### src/rtl/l2_tracker_pkg.sv
// Shared width defaults and packed record types for the L2 request tracker.
// Tracker instances take their parameter defaults from the constants here.
package l2_tracker_pkg;

  localparam int default_num_L1s      = 2;
  localparam int default_num_L1s_log  = 1;
  localparam int default_addr_width   = 32;
  localparam int default_data_width   = 256;
  localparam int default_cpu_id_width = 2;
  localparam int default_tag_width    = 2;

  // Per-tag bookkeeping needed to route a read response back to its requester
  typedef struct packed {
    logic [default_addr_width-1:0]   addr;
    logic [default_cpu_id_width-1:0] id;
    logic [default_num_L1s_log-1:0]  which_L1;
  } l2_entry_t;

  typedef struct packed {
    logic                            valid;
    logic                            rw;
    logic [default_addr_width-1:0]   addr;
    logic [default_data_width-1:0]   data;
    logic [default_tag_width-1:0]    tag;
  } l2_issue_t;

endpackage

### src/rtl/l2_request_tracker_free_tag_finder.sv
// Lowest-index free tag finder: combinational priority encoder over the busy
// vector, reporting whether any tag is free and which one.
module free_tag_finder #(
  parameter int tag_width = 2
) (
  input  logic [(1<<tag_width)-1:0] busy,
  output logic                      found,
  output logic [tag_width-1:0]      tag
);

  localparam int depth = 1 << tag_width;

  // Scanning from the top down lets the lowest free index win the last write
  always_comb begin
    found = 1'b0;
    tag   = '0;
    for (int i = depth - 1; i >= 0; i--) begin
      if (!busy[i]) begin
        found = 1'b1;
        tag   = tag_width'(i);
      end
    end
  end

endmodule

### src/rtl/l2_request_tracker.sv
// Registers arbiter requests toward the L2, tags reads in a small outstanding
// table, and turns tagged L2 read responses into L2-to-L1 return packets.
module l2_request_tracker
  import l2_tracker_pkg::*;
#(
  parameter int num_L1s      = default_num_L1s,
  parameter int num_L1s_log  = default_num_L1s_log,
  parameter int addr_width   = default_addr_width,
  parameter int data_width   = default_data_width,
  parameter int cpu_id_width = default_cpu_id_width,
  parameter int tag_width    = default_tag_width
) (
  input  logic                    clk,
  input  logic                    reset,
  input  logic                    req_valid,
  input  logic                    req_rw,
  input  logic [addr_width-1:0]   req_addr,
  input  logic [data_width-1:0]   req_data,
  input  logic [cpu_id_width-1:0] req_id,
  input  logic [num_L1s_log-1:0]  req_which_L1,
  output logic                    req_accept,
  output logic                    mem_valid,
  output logic                    mem_rw,
  output logic [addr_width-1:0]   mem_addr,
  output logic [data_width-1:0]   mem_data,
  output logic [tag_width-1:0]    mem_tag,
  input  logic                    mem_ready,
  input  logic                    resp_valid,
  input  logic [tag_width-1:0]    resp_tag,
  input  logic [data_width-1:0]   resp_data,
  output logic                    ret_valid,
  output logic                    ret_rw,
  output logic [addr_width-1:0]   ret_addr,
  output logic [data_width-1:0]   ret_data,
  output logic [cpu_id_width-1:0] ret_id,
  output logic [num_L1s_log-1:0]  ret_which_L1,
  output logic [tag_width:0]      outstanding,
  output logic                    table_full,
  output logic                    tag_error
);

  localparam int depth = 1 << tag_width;

  typedef struct packed {
    logic [addr_width-1:0]   addr;
    logic [cpu_id_width-1:0] id;
    logic [num_L1s_log-1:0]  which_L1;
  } entry_t;

  if (num_L1s > (1 << num_L1s_log)) begin : g_width_check
    $error("num_L1s_log too narrow for num_L1s");
  end

  logic [depth-1:0]     busy;
  entry_t               entry_table [depth];
  logic                 issue_free;
  logic                 alloc_found;
  logic [tag_width-1:0] alloc_tag;
  logic                 alloc_read;
  logic                 resp_hit;

  free_tag_finder #(.tag_width(tag_width)) u_free_tag_finder (
    .busy  (busy),
    .found (alloc_found),
    .tag   (alloc_tag)
  );

  assign issue_free = !mem_valid | mem_ready;
  assign req_accept = req_valid & issue_free & (req_rw | alloc_found);
  assign alloc_read = req_accept & !req_rw;
  assign resp_hit   = resp_valid & busy[resp_tag];

  always_comb begin
    outstanding = '0;
    for (int i = 0; i < depth; i++) begin
      outstanding = outstanding + {{tag_width{1'b0}}, busy[i]};
    end
  end

  assign table_full = (outstanding == (tag_width+1)'(depth));

  // Allocation reads the pre-edge busy vector, so a tag freed by a response
  // this cycle can never collide with the tag being allocated.
  always_ff @(posedge clk or negedge reset) begin
    if (!reset) begin
      busy <= '0;
    end else begin
      for (int i = 0; i < depth; i++) begin
        if (resp_hit && resp_tag == tag_width'(i)) begin
          busy[i] <= 1'b0;
        end else if (alloc_read && alloc_tag == tag_width'(i)) begin
          busy[i] <= 1'b1;
        end
      end
    end
  end

  always_ff @(posedge clk) begin
    if (alloc_read) begin
      entry_table[alloc_tag] <= '{addr: req_addr, id: req_id, which_L1: req_which_L1};
    end
  end

  always_ff @(posedge clk or negedge reset) begin
    if (!reset) begin
      mem_valid <= 1'b0;
      mem_rw    <= 1'b0;
      mem_addr  <= '0;
      mem_data  <= '0;
      mem_tag   <= '0;
    end else if (req_accept) begin
      mem_valid <= 1'b1;
      mem_rw    <= req_rw;
      mem_addr  <= req_addr;
      mem_data  <= req_data;
      mem_tag   <= req_rw ? '0 : alloc_tag;
    end else if (mem_ready) begin
      mem_valid <= 1'b0;
    end
  end

  // The return path has no backpressure, so ret_valid is a one-cycle pulse
  always_ff @(posedge clk or negedge reset) begin
    if (!reset) begin
      ret_valid    <= 1'b0;
      ret_rw       <= 1'b0;
      ret_addr     <= '0;
      ret_data     <= '0;
      ret_id       <= '0;
      ret_which_L1 <= '0;
      tag_error    <= 1'b0;
    end else begin
      ret_valid <= resp_hit;
      if (resp_hit) begin
        ret_rw       <= 1'b0;
        ret_addr     <= entry_table[resp_tag].addr;
        ret_data     <= resp_data;
        ret_id       <= entry_table[resp_tag].id;
        ret_which_L1 <= entry_table[resp_tag].which_L1;
      end
      if (resp_valid && !busy[resp_tag]) begin
        tag_error <= 1'b1;
      end
    end
  end

endmodule

### config.mk
export PLATFORM = sky130hd
export DESIGN_NAME = l2_request_tracker
export DESIGN_NICKNAME = d
export VERILOG_FILES = /design/src/rtl/l2_tracker_pkg.sv /design/src/rtl/l2_request_tracker_free_tag_finder.sv /design/src/rtl/l2_request_tracker.sv
export SDC_FILE = /design/constraint.sdc
export NUM_CORES = 1
export LEC_CHECK = 0
export BUFFER_PORTS_ARGS = -buffer_cell sky130_fd_sc_hd__buf_2
export CAP_MARGIN = 10
export CORE_AREA = 2 2 446 448
export DETAILED_ROUTE_END_ITERATION = 8
export DIE_AREA = 0 0 448 450
export GPL_ROUTABILITY_DRIVEN = 0
export PLACE_DENSITY = 0.39
export SETUP_SLACK_MARGIN = 0.05
export SLEW_MARGIN = 10
export SYNTH_ARGS = -nofsm -noshare
export SYNTH_HDL_FRONTEND = slang
export SYNTH_SLANG_ARGS = --single-unit
### constraint.sdc
create_clock -name clk -period 5.7 [get_ports clk]
set_clock_uncertainty 0.1 [all_clocks]
set_input_delay 0.57 -clock clk [delete_from_list [all_inputs] [get_ports clk]]
set_output_delay 0.57 -clock clk [all_outputs]
set_load 0.05 [all_outputs]
# Word-level counts from Yosys, hierarchy flattened
# Memories as Yosys holds them, arrays and structs flattened. A register that Yosys moved wholly into a read port is not among the register bits.
# Cells that the tools add are included.
[op_classes]
n_addsub = 3
order_cmp = 1
n_eq_ne = 7
mux = 23
bitwise_logic = 6
n_reduce_logical = 20
[op_table]
columns = ["op", "count"]
rows = [
  ["1-bit 2-to-1 mux", 17],
  ["2-bit 2-to-1 mux", 5],
  ["2-bit nonzero test", 5],
  ["1-bit logical AND", 9],
  ["2-bit == test (second input constant)", 4],
  ["1-bit AND", 4],
  ["2-bit by 1-bit == test with 1-bit output (second input constant)", 2],
  ["1-bit logical NOT", 4],
  ["2-bit logical NOT", 2],
  ["2-bit by 1-bit adder with 3-bit output", 1],
  ["3-bit by 1-bit adder with 3-bit output", 1],
  ["3-bit == test (second input constant)", 1],
  ["2-bit by 3-bit < comparator with 1-bit output (second input constant)", 1],
  ["1-bit by 1-bit adder with 2-bit output", 1],
  ["1-bit binary-select mux with 2-bit select", 1],
  ["1-bit OR", 2],
]
[totals]
register_bits = 554
mem_bits_rw = 140
inputBits = 555
output_inout_bits = 591
word_cells = 73
n_memories = 1
[mem_list]
columns = ["memory", "words", "word_bits", "rd", "rd_ports_with_merged_regs", "write_ports", "line_no", "text"]
rows = [
  ["entry_table", 4, 35, 1, 1, 1, "l2_request_tracker.sv:55", "entry_t entry_table [depth];"],
]

# Depth between registers and ports, before layout
# Gate-level depths: netlist (run 1).
[logic_depth]
depth_word = 10
mapped_depth = 6

# Cells and area by module
# From an unflattened synthesis (run 1), not the netlist that was laid out.
[unflattened]
hier_cells = 1466
hier_area_um2 = 27174.8
[by_module_without_submodules]
columns = ["mod", "n_inst", "cells_each", "area_per_inst_um2"]
rows = [
  ["l2_request_tracker", 1, 1461, 27146.0],
  ["free_tag_finder", 1, 5, 28.8],
]

# Worst setup path after synthesis (run 1)
# Ideal clock, no wire load.
[synth_timing]
path_type = "register to register"
start = "register mem_valid"
end = "memory entry_table[1][0] (netlist name), enable pin"
setup_time_ns = 0.515
arrival_time_ns = 4.301
slack_ns = 0.784
stages_incl_launch_ff = 4
n_path_buf = 0
period_less_slack_ns = 4.916
path_cell_list = "dfrtp_1 > nand2b_1 > nand2_1 > nor4_1"
[synth_between]
elab_chain_cells = 7
[synth_lines]
columns = ["element", "line_no", "text"]
rows = [
  ["start, declared", "l2_request_tracker.sv:22", "output logic mem_valid,"],
  ["start signal, assigned", "l2_request_tracker.sv:106", "mem_valid <= 1'b0;"],
  ["start signal, assigned", "l2_request_tracker.sv:112", "mem_valid <= 1'b1;"],
  ["start signal, assigned", "l2_request_tracker.sv:118", "mem_valid <= 1'b0;"],
  ["1-bit logical NOT", "l2_request_tracker.sv:68", "assign issue_free = !mem_valid | mem_ready;"],
  ["1-bit OR", "l2_request_tracker.sv:68", ""],
  ["1-bit AND (2 in a row)", "l2_request_tracker.sv:69", "assign req_accept = req_valid & issue_free & (req_rw | alloc_found);"],
  ["1-bit AND", "l2_request_tracker.sv:70", "assign alloc_read = req_accept & !req_rw;"],
  ["1-bit 2-to-1 mux", "l2_request_tracker.sv:99", "if (alloc_read) begin"],
  ["1-bit 2-to-1 mux (implied by the code)", "l2_request_tracker.sv:100", "entry_table[alloc_tag] <= '{addr: req_addr, id: req_id, which_L1: req_which_L1};"],
  ["end, declared", "l2_request_tracker.sv:55", ""],
]
# No other way between the ends.

# Worst setup path after layout (run 1)
[layout_timing]
start = "register busy[0]"
end = "output port table_full"
[layout_between]
elab_chain_cells = 4
[layout_lines]
columns = ["element", "line_no", "text"]
rows = [
  ["start, declared", "l2_request_tracker.sv:54", "logic [depth-1:0] busy;"],
  ["start signal, assigned", "l2_request_tracker.sv:86", "busy <= '0;"],
  ["start signal, assigned by index", "l2_request_tracker.sv:90", "busy[i] <= 1'b0;"],
  ["start signal, assigned by index", "l2_request_tracker.sv:92", "busy[i] <= 1'b1;"],
  ["1-bit by 1-bit adder with 2-bit output", "l2_request_tracker.sv:76", "outstanding = outstanding + {{tag_width{1'b0}}, busy[i]};"],
  ["2-bit by 1-bit adder with 3-bit output", "l2_request_tracker.sv:76", ""],
  ["3-bit by 1-bit adder with 3-bit output", "l2_request_tracker.sv:76", ""],
  ["3-bit == test", "l2_request_tracker.sv:80", "assign table_full = (outstanding == (tag_width+1)'(depth));"],
  ["end, declared", "l2_request_tracker.sv:38", "output logic table_full,"],
]
# No other way between the ends.

==> run summary, run 1 <==
=========================================================================================
CP endpoint kind ...........................................................  output port
Final Power ................................................................     0.0230 W
TritonCTS clock tree .......................................................          yes
Number of antenna violations at the first check in global routing ..........           22
Part of the Yosys area used for sequential elements ........................        69.7%
Fillers ....................................................................        21210
Most common cell after layout, fill and taps aside ......................... sky130_fd_sc_hd__buf_2
Starting utilization of the core area ......................................        13.8%
Peak fanout along the critical path ........................................            7
Post-synthesis cell count ..................................................         1463
Post-synthesis instance area ...............................................    27200 um2
Clock Pin Slew Worst Setup and Hold Paths ..................................      0.06 ns
Net count after synthesis ..................................................         2021
Total grt overflow .........................................................            0
Sequential cell area in the final layout ...................................    18900 um2
Req. time, crit path .......................................................      5.03 ns
Die area ...................................................................   202000 um2
Cell row count .............................................................          163
Area growth syn-to-layout ..................................................        63.2%
Die outline width ..........................................................       448 um
Quantity of I/O buffers inserted on ports ..................................         1144
Final routed wirelength across all metal layers ............................       106 mm
Main synth FF type ......................................................... sky130_fd_sc_hd__dfrtp_1
Outcome .................................................................... complete, no violations
Via count of the routed design .............................................        19574
Core ar. ...................................................................   197000 um2
Peak Freq ..................................................................      271 MHz
CTS Sinks ..................................................................          729
Critical path launch point type ............................................    flip-flop
Power density normalized to cell area ......................................   518 nW/um2
Post-layout net count ......................................................         3750
Setup Fix Bufs, Post-CTS ...................................................            0
Headroom to the max-slew limit .............................................        34.8%
Wire length of the first global-routing pass ...............................       148 mm
Count of max-cap constraint violations .....................................            0
Clk Latency, worst-skew pair ...............................................      0.71 ns
Min Clock Period, post-route ...............................................      3.68 ns
Final routed DRC violation total ...........................................            0
Number of enable-type register cells in the synthesized netlist ............          140
Data arrival time of the critical path .....................................      3.01 ns
Critical path start-end classification ..................................... flip-flop to output port
Most frequent cells in the layout .......................................... sky130_fd_sc_hd__buf_2 (1143), sky130_fd_sc_hd__dfrtp_1 (589), sky130_fd_sc_hd__mux2_2 (582)
RSZ-0062 raised after global routing .......................................        false
Setup violators final ......................................................            0
Number of DRC violations after detailed-routing iteration 0 ................          755
Share of final-layout standard cells stronger than drive strength 1 ........        59.5%
Syn_area_per_cell ..........................................................     18.6 um2
Pre-CTS WS .................................................................      2.16 ns
Setup total negative slack .................................................         0 ns
Count of final hold-check violations .......................................            0
Count of unique library cells instantiated by Yosys ........................           33
DRT Pass-1 Iters ...........................................................            4
Actual transition at the worst max-transition pin ..........................     0.979 ns
Maximum resistive drop on vdd ..............................................   0.000257 V
Die height .................................................................       450 um
DP HPWL ....................................................................      78.7 mm
Max Slew Vio Count .........................................................            0
Via density ................................................................         3.30
Portion of the clock cycle consumed by the worst path in the final layout ..        64.6%
Maximum count of clock buffers along a single path .........................            3
Total track usage ..........................................................        10.1%
CTS Root Buffer Type ....................................................... sky130_fd_sc_hd__clkbuf_16
Number of clock buffers inserted by TritonCTS ..............................           90
FF+latch count, synth ......................................................          729
I/O pin cnt ................................................................         1146
Via count of the first global-routing pass .................................        21146
Number of nets with antenna violations after detailed routing ..............            0
Area of the multi-input gates ..............................................     7640 um2
Hold Crit Class ............................................................ primary input to flip-flop
Proportion of register bits with asynchronous set or reset after synthesis .        80.8%
H-tree depth ...............................................................            3
Maximum number of pins on one net before global-route repair ...............          148
Static Leakage .............................................................      19.2 nW
Average wire per cell in the routed design .................................      17.9 um
Post-route setup slack .....................................................      2.02 ns
Yosys synthesis warning count ..............................................            0
=========================================================================================
-- critical path: stages (launching register included) --
cell	delay, ns
sky130_fd_sc_hd__dfrtp_1	0.46
sky130_fd_sc_hd__inv_1	0.16
sky130_fd_sc_hd__fa_1	0.55
sky130_fd_sc_hd__inv_1	0.04
sky130_fd_sc_hd__ha_1	0.17
sky130_fd_sc_hd__ha_1	0.28
sky130_fd_sc_hd__nor3b_1	0.27
sky130_fd_sc_hd__buf_2	0.36
-- metal layers --
layer / up-vias / GRT usage (%) / wire length, um / part of all wire, %
li1: 8834 / - / - / -
met1: 9897 / 10.5 / 37900 / 36
met2: 691 / 18.6 / 56900 / 54
met3: 144 / 3.17 / 8270 / 7.8
met4: 8 / 4.00 / 3010 / 2.8
met5: - / 0 / 48 / 0.045
-- final timing paths --
kind,startpoint,cells past startpoint,slack [ns],to
hold / removal,resp_data[249],2,0.09,ret_data[249]
setup / recovery,busy[0],7,2.02,table_full
hold reg to reg,tag_error,1,0.36,tag_error
setup reg to reg,busy[2],4,2.89,ret_data[38]
min in group asynchronous,reset,2,0.34,mem_data[86]
max in group asynchronous,reset,3,3.69,ret_data[71]
-- area by class of cell --
cell class / count / area share [%]
inverter: 7 / 0.0593
multi-input combinational: 653 / 17.2
antenna: 17 / 0.0960
timing repair buffer: 1711 / 25.7
tap: 2640 / 7.45
clock buffer: 119 / 5.64
clock inverter: 49 / 1.10
sequential: 729 / 42.7
-- cell usage after synthesis, drive strengths merged (2+ instances only) --
cell | instances | area share (%)
ha | 2 | 0.092
mux2 | 582 | 24
dfrtp | 589 | 54
mux4 | 35 | 2.9
nor2 | 2 | 0.028
nand2b | 3 | 0.069
nand2 | 5 | 0.069
edfxtp | 140 | 15
inv | 7 | 0.097
buf | 72 | 2.2
o21ai | 4 | 0.074
a31oi | 2 | 0.046
mux2i | 2 | 0.074
clkbuf | 2 | 0.028
-- metrics by stage --
| stage | hold slack (ns) | utilization (%) | instances | instance area (um2) |
|---|---|---|---|---|
| 4_1_cts | 0.00181 | 22.5 | 5908 | 44300 |
| 2_1_floorplan | 0.174 | - | 1463 | 27200 |
| 3_3_place_gp | 0.345 | 18.3 | 5207 | 36000 |
| 6_report | 0.0864 | 22.6 | 5925 | 44300 |
| 3_5_place_dp | 0.346 | 18.3 | 5207 | 36000 |
| 5_1_grt | 0.0290 | 22.5 | 5914 | 44300 |
-- cells by family after synthesis --
group / count (synthesis) / synth area share, %
AO/OA/AOI/OAI: 13 / 0.359
multiplexers: 619 / 27.1
buffers and inverters: 81 / 2.28
flip-flops: 729 / 69.7
AND/OR/NAND/NOR: 17 / 0.336
adder cells (fa/ha/maj): 3 / 0.166
other: 1 / 0.0138
-- flip-flops by register name, indices dropped and copies added, names as in the netlist, 2 cells and up --
signal and count:
ret_data 256, mem_data 256, mem_tag 2, entry_table 140, ret_id 2, ret_addr 32
mem_addr 32, busy 4
-- report_power, final --
part	leakage [nW]	total (W)	internal, W	switching, W
clock	1.47	0.00575	0.00330	0.00245
combinational	9.58	0.00971	0.00262	0.00708
sequential	8.17	0.00752	0.00676	0.000752
total	19.2	0.0230	0.0127	0.0103
-- repair_timing --
item                      in CTS  in global routing
hold endpoints to repair     724                  0
gates resized for setup        0                  0
hold buffers                 533                  0
Power figures use the tool's default switching activity.
==> run 2: changes to the inputs <==
Settings changed: ABC_AREA from default to 1, CORE_AREA 2 2 446 448 to 2 2 441 443, DIE_AREA 0 0 448 450 to 0 0 443 445, PLACE_DENSITY 0.39 to 0.4.
Clock period 5.7 ns to 3.5 ns, I/O delays scaled along.
==> run summary, run 2 <==
=========================================================================================
Maximum count of clock buffers along a single path .........................            3
Count of final hold-check violations .......................................            0
Maximum number of pins on one net before global-route repair ...............          137
Average wire per cell in the routed design .................................      17.9 um
Most area-hungry cell type in the Yosys netlist ............................ sky130_fd_sc_hd__dfrtp_1
DRT Pass-1 Iters ...........................................................            5
TritonCTS clock tree .......................................................          yes
Die outline width ..........................................................       443 um
Stages on the worst setup path .............................................            7
FF+latch count, synth ......................................................          729
Final routed wirelength across all metal layers ............................       131 mm
Core ar. ...................................................................   192000 um2
Post-CTS sizing ............................................................            0
Buffers and inverters on the worst path ....................................            3
Peak fanout along the critical path ........................................            5
Worst-case reg-to-reg path depth ...........................................            8
Setup violators final ......................................................            0
Clock Pin Slew Worst Setup and Hold Paths ..................................      0.06 ns
Data arrival time of the critical path .....................................      2.80 ns
Fillers ....................................................................        20888
Static Leakage .............................................................      23.5 nW
Fraction of power consumed by the clock network ............................        25.4%
Count of unique library cells instantiated by Yosys ........................           23
Number of antenna violations at the first check in global routing ..........           29
Area growth syn-to-layout ..................................................        63.3%
Area of the multi-input gates ..............................................     8180 um2
Worst R2R Setup Slack ......................................................      0.93 ns
Clk Latency, worst-skew pair ...............................................      0.71 ns
Final routed DRC violation total ...........................................            0
Part of the Yosys area used for sequential elements ........................        67.4%
Count of max-cap constraint violations .....................................            0
Peak Freq ..................................................................      308 MHz
Registers with the most flip-flops ......................................... mem_data: 256 flops, ret_data: 256 flops, entry_table: 140 flops
Starting utilization of the core area ......................................        14.6%
Total track usage ..........................................................        12.7%
Critical path startpoint ...................................................      busy[0]
Number of clock buffers inserted by TritonCTS ..............................           90
Post-synthesis instance area ...............................................    28100 um2
Proportion of register bits with asynchronous set or reset after synthesis .        80.8%
Setup total negative slack .................................................         0 ns
Die area ...................................................................   197000 um2
Leading cell types by total area after synthesis ........................... sky130_fd_sc_hd__dfrtp_1 (52%), sky130_fd_sc_hd__nand2_1 (23%), sky130_fd_sc_hd__edfxtp_1 (15%)
CP endpoint kind ...........................................................  output port
Sw Pwr .....................................................................     0.0182 W
Most crowded layer after global routing ....................................         met2
Setup Fix Bufs, Post-CTS ...................................................            0
Sequential share of power ..................................................        32.1%
Most frequent cell after synthesis ......................................... sky130_fd_sc_hd__nand2_1
Actual transition at the worst max-transition pin ..........................     0.931 ns
Cell class contributing the biggest share of worst-path delay ..............  adder cells
Number of nets with antenna violations after detailed routing ..............            0
Total grt overflow .........................................................            0
Most common cell after layout, fill and taps aside ......................... sky130_fd_sc_hd__nand2_1
Critical path launch point type ............................................    flip-flop
Switching power as a share of total power ..................................        47.3%
Hold buffer count at cts ...................................................          584
Cell row count .............................................................          161
RSZ-0062 raised after global routing .......................................        false
DP HPWL ....................................................................      94.4 mm
Number of enable-type register cells in the synthesized netlist ............          140
Maximum cell stage delay along the critical path ...........................      0.53 ns
Yosys synthesis warning count ..............................................            0
CTS Root Buffer Type ....................................................... sky130_fd_sc_hd__clkbuf_16
WHS ........................................................................    0.0852 ns
Cells traversed along the worst timing path ................................ inv_1 -> fa_1 -> inv_1 -> ha_1 -> ha_1 -> nor3b_1 -> buf_2
Combinational share of power ...............................................        42.5%
Placed cell areas ..........................................................    37000 um2
Most frequent cells in the layout .......................................... sky130_fd_sc_hd__nand2_1 (1685), sky130_fd_sc_hd__buf_2 (1142), sky130_fd_sc_hd__dfrtp_1 (589)
Sequential cell area in the final layout ...................................    18900 um2
Critical-path cell with the highest stage delay ............................ sky130_fd_sc_hd__fa_1
Die height .................................................................       445 um
Outcome .................................................................... complete, no violations
Cell-internal power ........................................................     0.0203 W
Via density ................................................................         3.68
Syn_area_per_cell ..........................................................     9.47 um2
Power density normalized to cell area ......................................   840 nW/um2
Number of DRC violations after detailed-routing iteration 0 ................         1701
I/O pin cnt ................................................................         1146
Wire length of the first global-routing pass ...............................       188 mm
Critical path start-end classification ..................................... flip-flop to output port
Hold Crit Class ............................................................ primary input to flip-flop
Maximum resistive drop on vdd ..............................................   0.000365 V
Via count of the first global-routing pass .................................        27664
Max Slew Vio Count .........................................................            0
Post-synth top area share ..................................................        52.4%
Non-filler cells in the finished layout ....................................         7301
Post-layout net count ......................................................         5249
Via count of the routed design .............................................        26868
Share of final-layout standard cells stronger than drive strength 1 ........        28.8%
Net count after synthesis ..................................................         3527
H-tree depth ...............................................................            3
Grt met2 use ...............................................................        22.6%
Final standard cell area without fillers ...................................    45900 um2
Post-Place Cells ...........................................................         6541
Most instantiated cells after synthesis .................................... sky130_fd_sc_hd__nand2_1 (1686), sky130_fd_sc_hd__dfrtp_1 (589), sky130_fd_sc_hd__nand3_1 (330)
Main synth FF type ......................................................... sky130_fd_sc_hd__dfrtp_1
Final core area utilization ................................................        23.9%
Quantity of I/O buffers inserted on ports ..................................         1144
Req. time, crit path .......................................................      3.05 ns
GR met3 Demand/Resource ....................................................        3.27%
Min Clock Period, post-route ...............................................      3.25 ns
Termination of the worst setup path ........................................   table_full
Post-synthesis cell count ..................................................         2969
Headroom to the max-slew limit .............................................        37.9%
CTS Sinks ..................................................................          729
Reg-to-reg critical path endpoint .......................................... ret_data[245]
Critical R2R Launch ........................................................      busy[1]
Met1 demand-to-capacity share in global routing ............................        14.4%
Portion of the clock cycle consumed by the worst path in the final layout ..        92.9%
=========================================================================================
run 2: changes by cell type after synthesis, sizes merged, moves of 14 or more:
cell    delta
inv       +14
buf       +74
nand2   +1683
clkbuf    +32
nand3    +329
mux4      -35
mux2     -582
run 2: kinds of logic after synthesis:
group	share of synthesized area, %
flip-flops	67.4
AND/OR/NAND/NOR	28.6
adder cells (fa/ha/maj)	0.160
buffers and inverters	3.72
AO/OA/AOI/OAI	0.0890
other	0.0133
run 2: final cells by class:
cell class | instances | share of cell area [%]
clock inverters | 40 | 1.14
inverters | 22 | 0.196
flip-flops and latches | 729 | 41.3
diodes | 10 | 0.0545
well taps | 2526 | 6.88
clock buffers | 126 | 5.57
repair buffers | 1810 | 27.1
multi-input cells | 2038 | 17.8
run 2: worst min path at each step:
stage          slack, ns          start  cells after the start       endpoint
3_3_place_gp        0.35  ret_data[236]                      2  ret_data[236]
4_1_cts            0.004     resp_valid                      3  ret_data[194]
3_5_place_dp        0.35  ret_data[113]                      2  ret_data[113]
5_1_grt             0.03     resp_valid                      3  ret_data[192]
6_report            0.09     resp_valid                      3  ret_data[194]
2_1_floorplan      -0.05          reset                      0        busy[0]
run 2: routing by layer:
metal / vias to the layer above / routed length (um)
li1: 12815 / -
met1: 12890 / 50200
met2: 926 / 67000
met3: 237 / 8270
met4: 0 / 5290
met5: - / 0
run 2: power by group through the flow:
stage | clock network [W] | registers, W | logic [W]
3_3_place_gp | 0 | 0.0125 | 0.0160
3_5_place_dp | 0 | 0.0125 | 0.0160
4_1_cts | 0.0102 | 0.0124 | 0.0166
5_1_grt | 0.0105 | 0.0127 | 0.0173
2_1_floorplan | 0 | 0.0202 | 0.00310
6_report | 0.00979 | 0.0124 | 0.0164
run 2: stage by stage:
| stage | setup WS (ns) | power, W |
|---|---|---|
| after floorplan | 0.158 | 0.0233 |
| after CTS | 0.136 | 0.0391 |
| final | 0.250 | 0.0386 |
| after detailed placement | 0.778 | 0.0285 |
| after global routing | 0.114 | 0.0404 |
| after global placement | 0.810 | 0.0285 |
run 2: worst register-to-register path, stage by stage (launching register included):
cell and delay (ns):
sky130_fd_sc_hd__dfrtp_1 0.43, sky130_fd_sc_hd__nand2_1 0.07, sky130_fd_sc_hd__nand2_1 0.10, sky130_fd_sc_hd__nand2_1 0.14, sky130_fd_sc_hd__nand2_8 0.23, sky130_fd_sc_hd__buf_4 0.57
sky130_fd_sc_hd__nand3_1 0.20, sky130_fd_sc_hd__dlygate4sd3_1 0.61, sky130_fd_sc_hd__nand2_1 0.07
